File: src/rtl/bsg_axil_arbiter.sv
// Round-robin arbiter that multiplexes num_p AXI-Lite requesters onto one shared
// master port, with exactly one transaction (write or read) in flight at a time.
module bsg_axil_arbiter #(
    parameter int num_p        = 2,
    parameter int addr_width_p = 32,
    parameter int data_width_p = 32
) (
    input  logic                                     clk_i,
    input  logic                                     reset_i,

    // Requester side, slot i belongs to requester i
    input  logic [num_p-1:0][addr_width_p-1:0]       s_awaddr_i,
    input  logic [num_p-1:0][2:0]                    s_awprot_i,
    input  logic [num_p-1:0]                         s_awvalid_i,
    output logic [num_p-1:0]                         s_awready_o,
    input  logic [num_p-1:0][data_width_p-1:0]       s_wdata_i,
    input  logic [num_p-1:0][data_width_p/8-1:0]     s_wstrb_i,
    input  logic [num_p-1:0]                         s_wvalid_i,
    output logic [num_p-1:0]                         s_wready_o,
    output logic [num_p-1:0][1:0]                    s_bresp_o,
    output logic [num_p-1:0]                         s_bvalid_o,
    input  logic [num_p-1:0]                         s_bready_i,
    input  logic [num_p-1:0][addr_width_p-1:0]       s_araddr_i,
    input  logic [num_p-1:0][2:0]                    s_arprot_i,
    input  logic [num_p-1:0]                         s_arvalid_i,
    output logic [num_p-1:0]                         s_arready_o,
    output logic [num_p-1:0][data_width_p-1:0]       s_rdata_o,
    output logic [num_p-1:0][1:0]                    s_rresp_o,
    output logic [num_p-1:0]                         s_rvalid_o,
    input  logic [num_p-1:0]                         s_rready_i,

    // Shared master side
    output logic [addr_width_p-1:0]                  m_awaddr_o,
    output logic [2:0]                               m_awprot_o,
    output logic                                     m_awvalid_o,
    input  logic                                     m_awready_i,
    output logic [data_width_p-1:0]                  m_wdata_o,
    output logic [data_width_p/8-1:0]                m_wstrb_o,
    output logic                                     m_wvalid_o,
    input  logic                                     m_wready_i,
    input  logic [1:0]                               m_bresp_i,
    input  logic                                     m_bvalid_i,
    output logic                                     m_bready_o,
    output logic [addr_width_p-1:0]                  m_araddr_o,
    output logic [2:0]                               m_arprot_o,
    output logic                                     m_arvalid_o,
    input  logic                                     m_arready_i,
    input  logic [data_width_p-1:0]                  m_rdata_i,
    input  logic [1:0]                               m_rresp_i,
    input  logic                                     m_rvalid_i,
    output logic                                     m_rready_o
);

    localparam int idx_width_lp = $clog2(num_p);

    typedef logic [idx_width_lp-1:0] idx_t;

    typedef enum logic [2:0] {
        eIdle,
        eWrite,
        eWResp,
        eRead,
        eRResp
    } state_e;

    state_e           state_q;
    idx_t             grant_q;
    idx_t             last_grant_q;
    logic             aw_done_q;
    logic             w_done_q;
    logic             aw_done_d;
    logic             w_done_d;

    logic [num_p-1:0] req;
    logic             win_found;
    idx_t             win_idx;
    logic             win_write;
    logic             ar_hs;
    logic             b_hs;
    logic             r_hs;

    assign req = (s_awvalid_i & s_wvalid_i) | s_arvalid_i;

    // Search upward from the slot after the last winner, wrapping modulo num_p.
    // NOTE: every combinational output gets a default first so no latch is inferred.
    always_comb begin
        win_found = 1'b0;
        win_idx   = last_grant_q;
        for (int k = 1; k <= num_p; k++) begin
            if (!win_found && req[idx_t'((int'(last_grant_q) + k) % num_p)]) begin
                win_found = 1'b1;
                win_idx   = idx_t'((int'(last_grant_q) + k) % num_p);
            end
        end
    end

    assign win_write = s_awvalid_i[win_idx] & s_wvalid_i[win_idx];

    assign aw_done_d = aw_done_q | (m_awvalid_o & m_awready_i);
    assign w_done_d  = w_done_q  | (m_wvalid_o  & m_wready_i);
    assign ar_hs     = m_arvalid_o & m_arready_i;
    assign b_hs      = m_bvalid_i  & m_bready_o;
    assign r_hs      = m_rvalid_i  & m_rready_o;

    // NOTE: state registers use non-blocking assignments so every flop samples pre-edge values.
    always_ff @(posedge clk_i) begin
        if (reset_i) begin
            state_q      <= eIdle;
            grant_q      <= '0;
            last_grant_q <= idx_t'(num_p - 1);
            aw_done_q    <= 1'b0;
            w_done_q     <= 1'b0;
        end else begin
            unique case (state_q)
                eIdle: begin
                    if (win_found) begin
                        grant_q   <= win_idx;
                        aw_done_q <= 1'b0;
                        w_done_q  <= 1'b0;
                        state_q   <= win_write ? eWrite : eRead;
                    end
                end
                eWrite: begin
                    aw_done_q <= aw_done_d;
                    w_done_q  <= w_done_d;
                    if (aw_done_d && w_done_d) begin
                        state_q <= eWResp;
                    end
                end
                eWResp: begin
                    if (b_hs) begin
                        state_q      <= eIdle;
                        last_grant_q <= grant_q;
                        aw_done_q    <= 1'b0;
                        w_done_q     <= 1'b0;
                    end
                end
                eRead: begin
                    if (ar_hs) begin
                        state_q <= eRResp;
                    end
                end
                eRResp: begin
                    if (r_hs) begin
                        state_q      <= eIdle;
                        last_grant_q <= grant_q;
                    end
                end
                default: state_q <= eIdle;
            endcase
        end
    end

    // Forwarding is gated by reset so an abandoned response never reaches a requester.
    always_comb begin
        s_awready_o = '0;
        s_wready_o  = '0;
        s_bresp_o   = '0;
        s_bvalid_o  = '0;
        s_arready_o = '0;
        s_rdata_o   = '0;
        s_rresp_o   = '0;
        s_rvalid_o  = '0;
        m_awaddr_o  = '0;
        m_awprot_o  = '0;
        m_awvalid_o = 1'b0;
        m_wdata_o   = '0;
        m_wstrb_o   = '0;
        m_wvalid_o  = 1'b0;
        m_bready_o  = 1'b0;
        m_araddr_o  = '0;
        m_arprot_o  = '0;
        m_arvalid_o = 1'b0;
        m_rready_o  = 1'b0;
        if (!reset_i) begin
            unique case (state_q)
                eWrite: begin
                    m_awaddr_o           = s_awaddr_i[grant_q];
                    m_awprot_o           = s_awprot_i[grant_q];
                    m_awvalid_o          = !aw_done_q;
                    m_wdata_o            = s_wdata_i[grant_q];
                    m_wstrb_o            = s_wstrb_i[grant_q];
                    m_wvalid_o           = !w_done_q;
                    s_awready_o[grant_q] = m_awready_i & !aw_done_q;
                    s_wready_o[grant_q]  = m_wready_i & !w_done_q;
                end
                eWResp: begin
                    s_bvalid_o[grant_q] = m_bvalid_i;
                    s_bresp_o[grant_q]  = m_bresp_i;
                    m_bready_o          = s_bready_i[grant_q];
                end
                eRead: begin
                    m_araddr_o           = s_araddr_i[grant_q];
                    m_arprot_o           = s_arprot_i[grant_q];
                    m_arvalid_o          = 1'b1;
                    s_arready_o[grant_q] = m_arready_i;
                end
                eRResp: begin
                    s_rvalid_o[grant_q] = m_rvalid_i;
                    s_rdata_o[grant_q]  = m_rdata_i;
                    s_rresp_o[grant_q]  = m_rresp_i;
                    m_rready_o          = s_rready_i[grant_q];
                end
                default: ;
            endcase
        end
    end

endmodule
File: config.mk
export PLATFORM = sky130hd
export DESIGN_NAME = bsg_axil_arbiter
export DESIGN_NICKNAME = d
export VERILOG_FILES = /design/src/rtl/bsg_axil_arbiter.sv
export SDC_FILE = /design/constraint.sdc
export NUM_CORES = 1
export LEC_CHECK = 0
export BUFFER_PORTS_ARGS = -buffer_cell sky130_fd_sc_hd__buf_2
export CAP_MARGIN = 20
export CORE_AREA = 4 4 176 178
export DETAILED_ROUTE_END_ITERATION = 10
export DIE_AREA = 0 0 180 182
export PLACE_DENSITY = 0.35
export SYNTH_ARGS = -nofsm -noshare
export SYNTH_HDL_FRONTEND = slang
export SYNTH_SLANG_ARGS = --single-unit
File: constraint.sdc
create_clock -name clk_i -period 2.97 [get_ports clk_i]
set_input_delay 0.4455 -clock clk_i [delete_from_list [all_inputs] [get_ports clk_i]]
set_output_delay 0.4455 -clock clk_i [all_outputs]
set_load 0.01 [all_outputs]
# Word level (Yosys, flattened, before mapping)
# Index checks and enable logic that the tools add are counted.
dict set report op_classes {
  n_lt_le_gt_ge 5
  reduce_logical 13
  muxes 86
  add_sub_neg 2
  n_eq_ne 9
  bitwise_logic 20
}
# operator count
set op_table {}
lappend op_table {{32-bit 2-to-1 mux} 13}
lappend op_table {{64-bit 2-to-1 mux} 2}
lappend op_table {{64-bit bitwise AND} 1}
lappend op_table {{3-bit 2-to-1 mux} 13}
lappend op_table {{32-bit demux with 1-bit select} 1}
lappend op_table {{4-bit 2-to-1 mux} 8}
lappend op_table {{1-bit 2-to-1 mux} 31}
lappend op_table {{2-bit 2-to-1 mux} 12}
lappend op_table {{3-bit case mux with 5 select lines} 1}
lappend op_table {{2-bit bitwise AND} 6}
lappend op_table {{2-bit inequality test (second input constant)} 5}
lappend op_table {{1-bit bitwise AND} 8}
lappend op_table {{4-bit bitwise AND} 2}
lappend op_table {{1-bit by 2-bit less-than comparator with 1-bit output (second input constant)} 4}
lappend op_table {{3-bit by 2-bit == test with 1-bit output (second input constant)} 2}
lappend op_table {{1-bit case mux with 3 select lines} 2}
lappend op_table {{3-bit AND reduction} 2}
lappend op_table {{5-bit AND reduction} 1}
lappend op_table {{3-bit by 1-bit == test with 1-bit output (second input constant)} 1}
lappend op_table {{3-bit == test (second input constant)} 1}
lappend op_table {{1-bit logical AND} 3}
lappend op_table {{1-bit zero test} 3}
lappend op_table {{3-bit zero test} 1}
lappend op_table {{3-bit nonzero test} 1}
lappend op_table {{other kinds (9)} 11}
dict set report word_totals {
  inputBits 265
  out_inout_bits 193
  reg_bits 7
}

# Longest topological paths before layout
dict set report logic_depth {
  word_depth 14
  mapped_depth 6
  ltp_nobuf 5
}

# Worst setup path before layout
# No wires, ideal clock.
dict set report synth_timing {
  path_type {input -> output}
  startpoint {in reset_i}
  endpoint {out s_awready_o[0]}
  setup_slack_ns 1.067
  arrival_ns 1.457
  path_stages 5
  path_cell_list {or4b_1 > buf_4 > nor2_4 > nand2_1 > nor2_1}
}
dict set report synth_between {
  elab_chain_cells 1
}
# element line
set synth_lines {}
lappend synth_lines {{start, declared} 9} ;# input logic reset_i,
lappend synth_lines {{2-bit 2-to-1 mux} 175} ;# if (!reset_i) begin
lappend synth_lines {{end, declared} 15} ;# output logic [num_p-1:0] s_awready_o,
# No other way between the ends.

# Final worst setup path
dict set report layout_timing {
  startpoint {reg state_q[1]}
  endpoint {out m_wdata_o[21]}
}
dict set report layout_between {
  elab_chain_cells 3
}
# element line
set layout_lines {}
lappend layout_lines {{start, declared} 66} ;# state_e state_q;
lappend layout_lines {{start signal, assigned} 108} ;# state_q <= eIdle;
lappend layout_lines {{start signal, assigned} 120} ;# state_q <= win_write ? eWrite : eRead;
lappend layout_lines {{start signal, assigned} 127} ;# state_q <= eWResp;
lappend layout_lines {{3-bit by 1-bit == test with 1-bit output} 176} ;# unique case (state_q)
lappend layout_lines {{32-bit 2-to-1 mux} 176}
lappend layout_lines {{32-bit 2-to-1 mux} 175}
lappend layout_lines {{end, declared} 37} ;# output logic [data_width_p-1:0] m_wdata_o,
# No other way between the ends.

==> impl_metrics.csv <==
group,metric,value,unit
run_status,run_status,"finished clean",
floorplan,chipWidth,180,um
drt,ant_nets,0,
cts,cts_buffer_depth,2,
floorplan,coreArea,29400,um^2
power_and_ir_drop,power,1.39,mW
drt,routed-via-count,4461,
drt,drc_errors,0,
synth,yosys.area_share.simple,40.4,%
timing,fin_crit_sh,87.2,%
floorplan,ios,458,
synth,netlist_area,2760,um^2
critical_path,crit_type,"reg -> out",
timing,slew_violations,0,
synth,synth-xor-area-share,0,%
critical_path,startpoint_type,"register",
power_and_ir_drop,p_sw_share,43.7,%
grt,grt_use_total,10.7,%
timing,fin_setup_tns,0,ns
floorplan,start_util,9.37,%
power_and_ir_drop,leakagePower,3.15,nW
synth,synth_mux_area_share,39.6,%
timing,setup_viol,0,
critical_path,critPathMaxFanout,45,
power_and_ir_drop,clockPowerShare,16.8,%
cts,insertion_delay,0.23,ns
critical_path,worstPathArrival,2.14,ns
grt,grt_pass1_wl,28100,um
power_and_ir_drop,p_int,780,uW
synth,syn-num-nets,671,
timing,worstMarginPinSlew,0.581,ns
power_and_ir_drop,power_switching,606,uW
drt,drt_iter0_drc,137,
drt,post_drt_wl_per_cell,15.5,um
timing,fmax,386,MHz
grt,grt_max_degree,46,
drt,routed_wl,19300,um
finish,syn_to_final_growth,103,%
critical_path,cp-end-kind,"output pin",
place,gp_congestion,0.817,
synth,ys_warn_count,0,
cts,clkTransAtPathRegs,0.04,ns
place,io_buffers,457,
cts,ctsResizeCount,0,
timing,period_needed,2.59,ns
synth,synth.top_cell.area_share,39.6,%
timing,hold_violations,0,
finish,drive_above_1_share,57.5,%
cts,cts_sinks,7,
timing,fin_skew,0.00233,ns
finish,nets,1118,
drt,dr.pass1.iters,4,
synth,syn_avg_cell_area,6.79,um^2
min_path,min_path_type,"reg -> reg",
timing,slew_headroom,61.3,%
min_path,hold_depth,2,
synth,synthAdderAreaFrac,0,%
grt,antenna_found_initial,4,
cts,cts_tree,"yes",
drt,viasPerCell,3.59,
synth,synth_area_leaders,"mux2i_1 (40%), nor2_1 (16%), and2_1 (16%)",
place,hpwl,17100,um
synth,synthFlopType,"dfxtp_1",
synth,synthArstFlopShare,0,%
grt,grt_pass1_vias,4630,
critical_path,reg2regPathDepth,5,
power_and_ir_drop,p_comb_share,72.7,%
timing,holdWs,0.537,ns
timing,rsz0062_at_grt,"false",
synth,synth_cells,406,
power_and_ir_drop,ir_drop,0.156,mV
power_and_ir_drop,power.density,247,nW/um^2
floorplan,die_h,182,um
cts,cts_setup_buffers,0,
cts,cts_buffers,3,
finish,antenna_cells,0,
job,drv_cap,0,
synth,yosysTopAreaCell,"mux2i_1",
cts,cts_hold_buf,0,
synth,ys_seq_area_share,5.08,%
cts,htreeDepth,1,
grt,grt_overflow,0,
synth,synth_edf_count,0,
power_and_ir_drop,p_seq_share,10.5,%
floorplan,dieArea,32800,um^2
synth,yosysUniqueCellTypes,38,
floorplan,rows,63,
synth,synth_top_family_by_area,"simple AND/OR/NAND/NOR gates",
synth,synth-compound-area-share,6.26,%
synth,ys_seq_elements,7,
cts,cts-root-buf,"clkbuf_16",
critical_path,worst_ep_required_time,2.52,ns
==> worst paths after layout <==
check               startpoint       endpoint  slack, ns
setup / recovery    state_q[1]  m_wdata_o[21]       0.38
hold / removal    last_grant_q   last_grant_q       0.54
setup reg to reg       grant_q      aw_done_q       1.08
hold reg to reg   last_grant_q   last_grant_q       0.54
==> synth_stat cells (3+ instances only) <==
library cell	count
nor2_1	119
mux2i_1	109
and2_1	69
buf_2	18
a21oi_1	7
buf_6	7
dfxtp_1	7
nand2_1	7
and3_1	6
clkbuf_2	6
inv_1	5
nand2b_1	4
nand3_1	3
nor2b_1	3
o21ai_0	3
==> power groups by stage <==
stage | Clock [mW] | Sequential (mW) | Combinational, mW
floorplan | 0 | 0.124 | 0.594
CTS | 0.237 | 0.148 | 1.02
finish | 0.233 | 0.146 | 1.01
global placement | 0 | 0.149 | 1.02
detailed placement | 0 | 0.149 | 1.02
global route | 0.245 | 0.151 | 1.11
==> placed cells by master (no fill, tap or decap), types with 2 or more instances in the layout <==
| cell | n |
|---|---|
| a211oi_1 | 2 |
| a21oi_1 | 7 |
| a31oi_1 | 2 |
| a32o_1 | 2 |
| and2_1 | 69 |
| and3_1 | 6 |
| buf_12 | 5 |
| buf_2 | 457 |
| buf_4 | 14 |
| clkbuf_16 | 3 |
| dfxtp_1 | 6 |
| inv_1 | 5 |
| mux2i_1 | 109 |
| nand2_1 | 7 |
| nand2b_1 | 4 |
| nand3_1 | 2 |
| nor2_1 | 119 |
| nor2_2 | 2 |
| nor2_4 | 2 |
| nor2b_1 | 3 |
| nor3_1 | 2 |
| nor4_1 | 2 |
| o21a_1 | 2 |
| o21ai_0 | 3 |
| o41ai_1 | 2 |
==> state kept, by name, indices dropped and copies added, names as in the netlist <==
register      cells
w_done_q          1
last_grant_q      1
grant_q           1
aw_done_q         1
state_q           3
==> worst max-delay path, stage by stage (launching register included) <==
cell and delay, ns:
dfxtp_1 0.31, or4b_2 0.99, buf_12 0.29, nor2_1 0.14
buf_2 0.14
==> metrics by stage <==
| stage | area [um^2] | utilization (%) | worst slack (ns) | instances |
|---|---|---|---|---|
| 2_1_floorplan | 2760 | - | 1.07 | 406 |
| 5_1_grt | 5610 | 19.1 | 0.290 | 1242 |
| 6_report | 5610 | 19.1 | 0.380 | 1242 |
| 4_1_cts | 5610 | 19.1 | 0.370 | 1242 |
| 3_5_place_dp | 5530 | 18.8 | 0.424 | 1238 |
| 3_3_place_gp | 5530 | 18.8 | 0.479 | 1238 |
==> cell families (layout without fill, tap and decap cells) <==
logic type             after synthesis  after routing
DFF                                  7              7
muxes                              109            109
AOI/OAI and AO/OA                   25             25
buffers and inverters               40            486
and+or+nand+nor                    225            225
==> final cells by class <==
cell class                 instances  area, um^2
inverter                           6        22.5
fill                            3398       23800
clock buffer                       4        78.8
multi-input combinational        359        2380
tap                              390         488
sequential                         7         144
timing repair buffer             476        2490
==> per-layer routing <==
layer / share of wire, % / track usage [%] / wire, um / up-vias
li1: - / - / - / 2256
met1: 41 / 13.3 / 7860 / 1930
met2: 50 / 19.7 / 9690 / 259
met3: 8.2 / 2.46 / 1580 / 14
met4: 0.71 / 0.640 / 136 / 2
met5: 0.10 / 0 / 20 / -
No activity file was read; power rests on OpenSTA's default activity.
